### src/rtl/auth_pkg.sv
// auth_pkg
// Shared definitions for the authentication command transmitter:
//   - CMD_GO / CMD_STOP : the two command bytes ('G' connect, 'S' disconnect)
//   - BAUD_DIV_DEFAULT  : clocks per UART bit (9600 baud at 50 MHz)
//   - BAUD_CNT_W        : width of the baud counter
//   - tx_state_t        : serializer bit-phase states
//   - ctl_state_t       : command-level phases (idle / frame in flight / gap)
package auth_pkg;

    localparam logic [7:0] CMD_GO           = 8'h47;
    localparam logic [7:0] CMD_STOP         = 8'h53;
    localparam int         BAUD_DIV_DEFAULT = 5208;
    localparam int         BAUD_CNT_W       = 13;

    typedef enum logic [2:0] {
        IDLE,
        START,
        DATA,
        STOP,
        GAP
    } tx_state_t;

    typedef enum logic [1:0] {
        CTL_IDLE,
        CTL_FRAME,
        CTL_GAP
    } ctl_state_t;

endpackage

### src/rtl/auth_uart_ser.sv
// auth_uart_ser
// 8N1 UART serializer: baud counter, shift register and bit counter.
// Ports:
//   clk, rst_n : clock, asynchronous active-low reset
//   load       : accept data_in and start a frame (honoured only when idle)
//   data_in    : byte to send, LSB first
//   tx_done    : high on the last clock of the stop bit
//   TX         : serial line, idle high
module auth_uart_ser
    import auth_pkg::*;
#(
    parameter int BAUD_DIV = BAUD_DIV_DEFAULT
) (
    input  logic       clk,
    input  logic       rst_n,
    input  logic       load,
    input  logic [7:0] data_in,
    output logic       tx_done,
    output logic       TX
);

    localparam logic [BAUD_CNT_W-1:0] BAUD_LAST = BAUD_CNT_W'(BAUD_DIV - 1);

    tx_state_t             state, state_nx;
    logic [BAUD_CNT_W-1:0] baud_cnt, baud_nx;
    logic [2:0]            bit_cnt, bit_nx;
    logic [7:0]            shreg, shreg_nx;
    logic                  baud_roll;

    assign baud_roll = (baud_cnt == BAUD_LAST);

    always_ff @(posedge clk or negedge rst_n) begin
        if (!rst_n) begin
            state    <= IDLE;
            baud_cnt <= '0;
            bit_cnt  <= '0;
            shreg    <= 8'hFF;
        end else begin
            state    <= state_nx;
            baud_cnt <= baud_nx;
            bit_cnt  <= bit_nx;
            shreg    <= shreg_nx;
        end
    end

    // The baud counter restarts from zero on every state change so each
    // bit lasts exactly BAUD_DIV clocks.
    always_comb begin
        state_nx = state;
        baud_nx  = baud_cnt + BAUD_CNT_W'(1);
        bit_nx   = bit_cnt;
        shreg_nx = shreg;
        tx_done  = 1'b0;
        TX       = 1'b1;
        case (state)
            IDLE: begin
                baud_nx = '0;
                if (load) begin
                    state_nx = START;
                    shreg_nx = data_in;
                    bit_nx   = '0;
                end
            end
            START: begin
                TX = 1'b0;
                if (baud_roll) begin
                    state_nx = DATA;
                    baud_nx  = '0;
                end
            end
            DATA: begin
                TX = shreg[0];
                if (baud_roll) begin
                    baud_nx  = '0;
                    shreg_nx = {1'b1, shreg[7:1]};
                    if (bit_cnt == 3'd7) begin
                        state_nx = STOP;
                    end else begin
                        bit_nx = bit_cnt + 3'd1;
                    end
                end
            end
            STOP: begin
                if (baud_roll) begin
                    state_nx = IDLE;
                    baud_nx  = '0;
                    tx_done  = 1'b1;
                end
            end
            default: begin
                state_nx = IDLE;
                baud_nx  = '0;
            end
        endcase
    end

endmodule

### src/rtl/auth_cmd_tx.sv
// auth_cmd_tx
// Turns connect/disconnect request pulses into UART command frames
// ('G' = connect, 'S' = disconnect) with disconnect-first arbitration,
// duplicate filtering, an inter-frame gap and link-state tracking.
// Optional macro AUTH_HEARTBEAT_EN adds a periodic heartbeat 'G' while
// connected (parameter HB_PERIOD exists only in that build).
// Ports:
//   clk, rst_n     : clock, asynchronous active-low reset
//   connect_req    : one-cycle pulse requesting 'G'
//   disconnect_req : one-cycle pulse requesting 'S'
//   TX             : UART line, idle high
//   busy           : a request is pending or a frame/gap is in progress
//   cmd_done       : one-cycle pulse on the last clock of each stop bit
//   connected      : link state as seen by this end
module auth_cmd_tx
    import auth_pkg::*;
#(
    parameter int BAUD_DIV = BAUD_DIV_DEFAULT,
    parameter int GAP_BITS = 2
`ifdef AUTH_HEARTBEAT_EN
    ,
    parameter logic [23:0] HB_PERIOD = 24'd5_000_000
`endif
) (
    input  logic clk,
    input  logic rst_n,
    input  logic connect_req,
    input  logic disconnect_req,
    output logic TX,
    output logic busy,
    output logic cmd_done,
    output logic connected
);

    localparam int                GAP_CLKS = GAP_BITS * BAUD_DIV;
    localparam int                GAP_W    = $clog2(GAP_CLKS + 1);
    localparam logic [GAP_W-1:0]  GAP_LAST = GAP_W'(GAP_CLKS - 1);

    ctl_state_t       ctl, ctl_nx;
    logic [GAP_W-1:0] gap_cnt, gap_nx;
    logic             pend_g, pend_g_nx;
    logic             pend_s, pend_s_nx;
    logic             conn_q;
    logic             cur_is_go;
    logic             load;
    logic             tx_done;
    logic             hb_fire;
    logic             g_in_flight;
    logic [7:0]       ser_data;

    assign ser_data = pend_s ? CMD_STOP : CMD_GO;

    auth_uart_ser #(
        .BAUD_DIV(BAUD_DIV)
    ) u_ser (
        .clk     (clk),
        .rst_n   (rst_n),
        .load    (load),
        .data_in (ser_data),
        .tx_done (tx_done),
        .TX      (TX)
    );

    // The link state flips in the very cycle the stop bit completes, so
    // the output bypasses the register during the cmd_done cycle.
    assign cmd_done    = tx_done;
    assign connected   = tx_done ? cur_is_go : conn_q;
    assign busy        = (ctl != CTL_IDLE) || pend_g || pend_s;
    assign g_in_flight = (ctl == CTL_FRAME) && cur_is_go;

    always_ff @(posedge clk or negedge rst_n) begin
        if (!rst_n) begin
            ctl       <= CTL_IDLE;
            gap_cnt   <= '0;
            pend_g    <= 1'b0;
            pend_s    <= 1'b0;
            conn_q    <= 1'b0;
            cur_is_go <= 1'b0;
        end else begin
            ctl     <= ctl_nx;
            gap_cnt <= gap_nx;
            pend_g  <= pend_g_nx;
            pend_s  <= pend_s_nx;
            conn_q  <= connected;
            if (load) begin
                cur_is_go <= !pend_s;
            end
        end
    end

    // A request waiting at the end of the gap is launched on the last gap
    // clock, so back-to-back frames are separated by exactly the gap.
    always_comb begin
        ctl_nx = ctl;
        gap_nx = gap_cnt;
        load   = 1'b0;
        case (ctl)
            CTL_IDLE: begin
                if (pend_s || pend_g) begin
                    load   = 1'b1;
                    ctl_nx = CTL_FRAME;
                end
            end
            CTL_FRAME: begin
                if (tx_done) begin
                    ctl_nx = CTL_GAP;
                    gap_nx = '0;
                end
            end
            CTL_GAP: begin
                if (gap_cnt == GAP_LAST) begin
                    gap_nx = '0;
                    if (pend_s || pend_g) begin
                        load   = 1'b1;
                        ctl_nx = CTL_FRAME;
                    end else begin
                        ctl_nx = CTL_IDLE;
                    end
                end else begin
                    gap_nx = gap_cnt + GAP_W'(1);
                end
            end
            default: begin
                ctl_nx = CTL_IDLE;
                gap_nx = '0;
            end
        endcase
    end

    // Disconnect always wins: it wipes any pending 'G' and blocks new ones.
    // An 'S' is only worth sending if the link is up or about to come up.
    always_comb begin
        pend_s_nx = pend_s;
        pend_g_nx = pend_g;
        if (load) begin
            if (pend_s) begin
                pend_s_nx = 1'b0;
            end else begin
                pend_g_nx = 1'b0;
            end
        end
        if (disconnect_req) begin
            pend_g_nx = 1'b0;
            if (connected || g_in_flight) begin
                pend_s_nx = 1'b1;
            end
        end else if (connect_req && !pend_s && !connected) begin
            pend_g_nx = 1'b1;
        end else if (hb_fire && !pend_s) begin
            pend_g_nx = 1'b1;
        end
    end

`ifdef AUTH_HEARTBEAT_EN
    localparam logic [23:0] HB_LAST = HB_PERIOD - 24'd1;

    logic [23:0] hb_cnt;

    assign hb_fire = connected && !pend_s && !load && (hb_cnt == HB_LAST);

    // Heartbeat timer: runs while the link is up and no 'S' is waiting,
    // restarts on every frame launch and whenever the link is down.
    always_ff @(posedge clk or negedge rst_n) begin
        if (!rst_n) begin
            hb_cnt <= '0;
        end else if (!connected || load) begin
            hb_cnt <= '0;
        end else if (!pend_s) begin
            if (hb_cnt == HB_LAST) begin
                hb_cnt <= '0;
            end else begin
                hb_cnt <= hb_cnt + 24'd1;
            end
        end
    end
`else
    assign hb_fire = 1'b0;
`endif

endmodule
### config.mk
export PLATFORM = sky130hd
export DESIGN_NAME = auth_cmd_tx
export DESIGN_NICKNAME = d
export VERILOG_FILES = /design/src/rtl/auth_pkg.sv /design/src/rtl/auth_uart_ser.sv /design/src/rtl/auth_cmd_tx.sv
export SDC_FILE = /design/constraint.sdc
export NUM_CORES = 1
export LEC_CHECK = 0
export ABC_AREA = 1
export BUFFER_PORTS_ARGS = -buffer_cell sky130_fd_sc_hd__buf_2
export CAP_MARGIN = 15
export CELL_PAD_IN_SITES_DETAIL_PLACEMENT = 1
export CELL_PAD_IN_SITES_GLOBAL_PLACEMENT = 1
export CORE_ASPECT_RATIO = 0.6
export CORE_MARGIN = 2
export CORE_UTILIZATION = 50
export DETAILED_ROUTE_END_ITERATION = 12
export PLACE_DENSITY_LB_ADDON = 0.1
export SLEW_MARGIN = 5
export SYNTH_ARGS = -nofsm -noshare
export SYNTH_HDL_FRONTEND = slang
export SYNTH_SLANG_ARGS = --single-unit
export TNS_END_PERCENT = 1
### constraint.sdc
create_clock -name clk -period 3.3 [get_ports clk]
set_input_delay 0 -clock clk [delete_from_list [all_inputs] [get_ports clk]]
set_output_delay 0 -clock clk [all_outputs]
set_load 0.1 [all_outputs]
==> results summary <==
After global routing the overflow that remains totals 0. STA classifies the critical path startpoint as a register. The count of pins on the block boundary came out at 8.

On the worst path, the slowest cell contributes a delay of around 450 ps. The final max-slew violation count was 0. The clock slew at the register clock pins of the worst setup and hold paths came out at 90 ps.

Buffers added to address setup during post-CTS repair amount to 0. The number of instances resized during post-cts repair came out at 0. The post-route non-filler standard cell count is about 410.

The number of register bits inferred by synthesis is between 40 and 50. The data arrival time of the critical path is ~2000 ps. The die boundary height is slightly below 60 µm. The shortest clock period the worst path allows after layout came out at slightly above 2000 ps. Dividing the detail-routed wire length by the instance count gives 15.3 µm. The worst register-to-register path has a depth of 8. Of the synthesized area, sequential elements account for 45.4%. In this run the register-to-register setup slack is 1270 ps. The number of antenna diodes in the final layout is 0. The number of antenna violations at the first check in global routing came to 0.

The most numerous cell on the critical path is sky130_fd_sc_hd__nand2_1. The maximum ir drop on the vdd rail is between 0.15 and 0.2 mV. Along the worst path, the maximum fanout reaches 3.

The final-layout fill cell count is 654. The global-route wire length before repair is about 10,000 µm. In this run the cell area measured after placement is 2660 µm². The number of search-and-repair iterations in the first detailed-routing pass came out at 5. For this run, the total global-route usage over all layers was measured as around a quarter. The endpoint identified for the worst register-to-register timing path is u_ser.bit_cnt[0]$_DFFE_PN0P_. The number of library cell types mapped by synthesis is 30. The DRC violation count after routing is 0.

In this run the deepest clock path goes through 2 buffers. In this run the worst setup path begins at u_ser.baud_cnt[0]$_DFF_PN0_. The worst min-delay path category is primary input to register. CTS built an H-tree with a depth of 2. Counting every instance in the synthesized netlist gives between 300 and 400.

The number of global-route vias before repair came to 2,087. The element type at the critical path end is a primary output. The required time at the worst-slack endpoint came out at 3300 ps.

In this run the static leakage power is 1.34 nW. Clock tree synthesis selected as its root buffer the cell sky130_fd_sc_hd__clkbuf_8. The clock latency on the worst-skew pair came out at 310 ps. For the final routed database, the setup TNS stands at 0 ps. The placed instance count came out at 396.

The total clock sinks is between 40 and 50. In this run the critical register-to-register path is launched from u_ser.state[0]$_DFFE_PN0P_. The share of flip-flops with an asynchronous set or reset after synthesis is between 90% and 100%. The synthesized design devotes to its leading area cell type between 30 and 40% of total area. The design area is 2770 µm². The horizontal extent of the die came out at approximately 96 µm. The run finished with clean final reports.

At the pin with the least slew margin, the transition time is around 1100 ps. The final antenna-violating net count is 0. For this design, the slowest cell found on the critical path is sky130_fd_sc_hd__buf_2. The number of I/O port buffers is 7. The DRC violation total after the first TritonRoute iteration came out at 110. The number of enable-type register cells in the synthesized netlist is 0. The mapped cell area came out at 2560 µm². The number of setup violations in the final report came out at 0. A synthesized cell averages about 7.8 µm².

The setup clock skew after layout came out at 9.30 ps. The share of final-layout standard cells stronger than drive strength 1 came out at 14.4%. The pin count of the biggest net entering global routing is 47. The via count is around 2.2k.

The weighted congestion at the end of routability-driven global placement came out at a little over 0.8. The tool flagged a number of max-cap violations equal to 0. The signal on the critical path passes through ha_1, nand2_1, clkinv_1, nand2_1, nor2_2, nand3_1, nand2_1, nand2_1, buf_2. The number of CTS-inserted buffers is 5.

The total number of placement rows is 20. The maximum clock rate is approximately 500 MHz. In the finished design, the share of the clock period the worst path needs comes to about three fifths. Ranked by total cell area, the synthesized netlist is headed by sky130_fd_sc_hd__dfrtp_1, sky130_fd_sc_hd__nand2_1, sky130_fd_sc_hd__dfstp_2. Summed over all instances, the cell type with the most area after synthesis is sky130_fd_sc_hd__dfrtp_1. For this run, the leading register cell type out of synthesis is sky130_fd_sc_hd__dfrtp_1. The signed area change from the synthesized netlist to the final layout came out at 8.22%. The worst max-slew margin expressed relative to the limit came out at 26.8%. The core outline area came out at about 5000 µm². The number of hold violations in the final report is 0.

The clock tree from TritonCTS is built. The power density normalized to cell area came out at roughly 340 nW/µm². The worst setup path is of the register to primary output kind.

The post-layout net count came out at roughly 350. The die area came out at approximately 5700 µm². For this run, the number of Yosys warnings is 0.

The worst setup path endpoint is connected. The total nets after synthesis is 339. The total wire length after detailed routing came out at 6200 µm. Setup repair after global routing left no endpoint under its margin. The total design power is approximately 940 µW.

The number of vias per cell came out at approximately 5.3. For this configuration, the core starts out at a cell density of around half. Detailed placement finished with a half-perimeter wire length of approximately 4800 µm.
## flip-flops by register name, summed over array words and instances, names as in the netlist
register and count:
ctl 2, pend_g 1, u_ser.shreg 8, u_ser.baud_cnt 13, u_ser.bit_cnt 3, gap_cnt 14
u_ser.state 2, cur_is_go 1, conn_q 1, pend_s 1
## cell type report
type | instances | area, µm² | area share (%)
Timing Repair Buffer | 9 | 55.1 | 1.99
Clock buffer | 7 | 86.3 | 3.12
Clock inverter | 1 | 5.00 | 0.181
Tap cell | 66 | 82.6 | 2.98
Sequential cell | 46 | 1160 | 41.9
Multi-Input combinational cell | 236 | 1220 | 44.2
Inverter | 41 | 154 | 5.56
## layout by cell type, fill, tap and decap left out, types with 4 or more instances in the layout
| cell | count |
|---|---|
| sky130_fd_sc_hd__nor3_1 | 5 |
| sky130_fd_sc_hd__clkbuf_8 | 6 |
| sky130_fd_sc_hd__nand4_1 | 11 |
| sky130_fd_sc_hd__nand3_1 | 30 |
| sky130_fd_sc_hd__o21ai_0 | 22 |
| sky130_fd_sc_hd__ha_1 | 9 |
| sky130_fd_sc_hd__nand2_1 | 78 |
| sky130_fd_sc_hd__dfstp_2 | 8 |
| sky130_fd_sc_hd__nor2_1 | 39 |
| sky130_fd_sc_hd__nand2_2 | 4 |
| sky130_fd_sc_hd__a21oi_1 | 9 |
| sky130_fd_sc_hd__buf_2 | 7 |
| sky130_fd_sc_hd__inv_1 | 37 |
| sky130_fd_sc_hd__o21ai_2 | 8 |
| sky130_fd_sc_hd__dfrtp_1 | 38 |
| sky130_fd_sc_hd__nor2_2 | 4 |
## layer usage
metal  GRT usage [%]  up-vias  routed length (µm)
met4            6.64        0                  68
met5               0        -                   0
met3            6.62        8                 346
met1            38.6     1031                3430
met2            32.1       38                2350
li1                -     1083                   -
## synth_stat cells, types with 2 or more instances
cell,instances
sky130_fd_sc_hd__nand2_2,4
sky130_fd_sc_hd__o21ai_0,22
sky130_fd_sc_hd__clkinv_1,2
sky130_fd_sc_hd__dfrtp_1,38
sky130_fd_sc_hd__ha_1,9
sky130_fd_sc_hd__a21oi_1,9
sky130_fd_sc_hd__dfstp_2,8
sky130_fd_sc_hd__clkbuf_1,2
sky130_fd_sc_hd__nand3_1,30
sky130_fd_sc_hd__inv_2,2
sky130_fd_sc_hd__nor2_2,4
sky130_fd_sc_hd__nand2_1,78
sky130_fd_sc_hd__nand2_4,3
sky130_fd_sc_hd__nor3_1,5
sky130_fd_sc_hd__o21ai_2,8
sky130_fd_sc_hd__xor2_1,2
sky130_fd_sc_hd__nor2_1,39
sky130_fd_sc_hd__nand4_1,11
sky130_fd_sc_hd__inv_1,37
sky130_fd_sc_hd__or2_2,3
## critical path, delay by kind of cell, from the launching register on
kind          cells  cell delay, ps
buf+inv           2             530
flops             1             400
fa+ha+maj         1             220
simple gates      6             600
## logic make-up after synthesis
logic type / synth area share (%)
flip-flops: 45.4
AND/OR/NAND/NOR: 32.3
buffers and inverters: 6.75
adder cells (fa/ha/maj): 4.40
AO/OA/AOI/OAI: 10.2
XOR/XNOR: 1.03
## worst min-delay path by stage
| stage | start | end | slack (ps) | depth (start not counted) |
|---|---|---|---|---|
| after CTS | connect_req | pend_g$_DFFE_PN0P_ | 20 | 5 |
| after global routing | connect_req | pend_g$_DFFE_PN0P_ | 60 | 5 |
| after global placement | disconnect_req | pend_g$_DFFE_PN0P_ | 190 | 2 |
| after floorplan | rst_n | conn_q$_DFF_PN0_ | -300 | 0 |
| final | connect_req | pend_g$_DFFE_PN0P_ | 40 | 5 |
| after detailed placement | disconnect_req | pend_g$_DFFE_PN0P_ | 180 | 2 |
## through the flow
stage	util, %	hold slack [ps]	worst slack [ps]
4_1_cts	55.3	22.2	1240
5_1_grt	55.3	56.1	1060
2_1_floorplan	-	-296	255
3_3_place_gp	53.1	187	1350
3_5_place_dp	53.1	184	1280
6_report	55.3	36.2	1260
## report_power, final
| part | internal [mW] | switching, mW |
|---|---|---|
| registers | 0.564 | 0.000497 |
| logic | 0.00380 | 0.0129 |
| clock network | 0.169 | 0.190 |
| total | 0.738 | 0.204 |
## repair_timing
item,4_1_cts,5_1_grt
endpoints found under the setup margin,0,0
hold buffers,2,0
hold endpoints to repair,40,0
No activity file was read; power rests on OpenSTA's default activity.
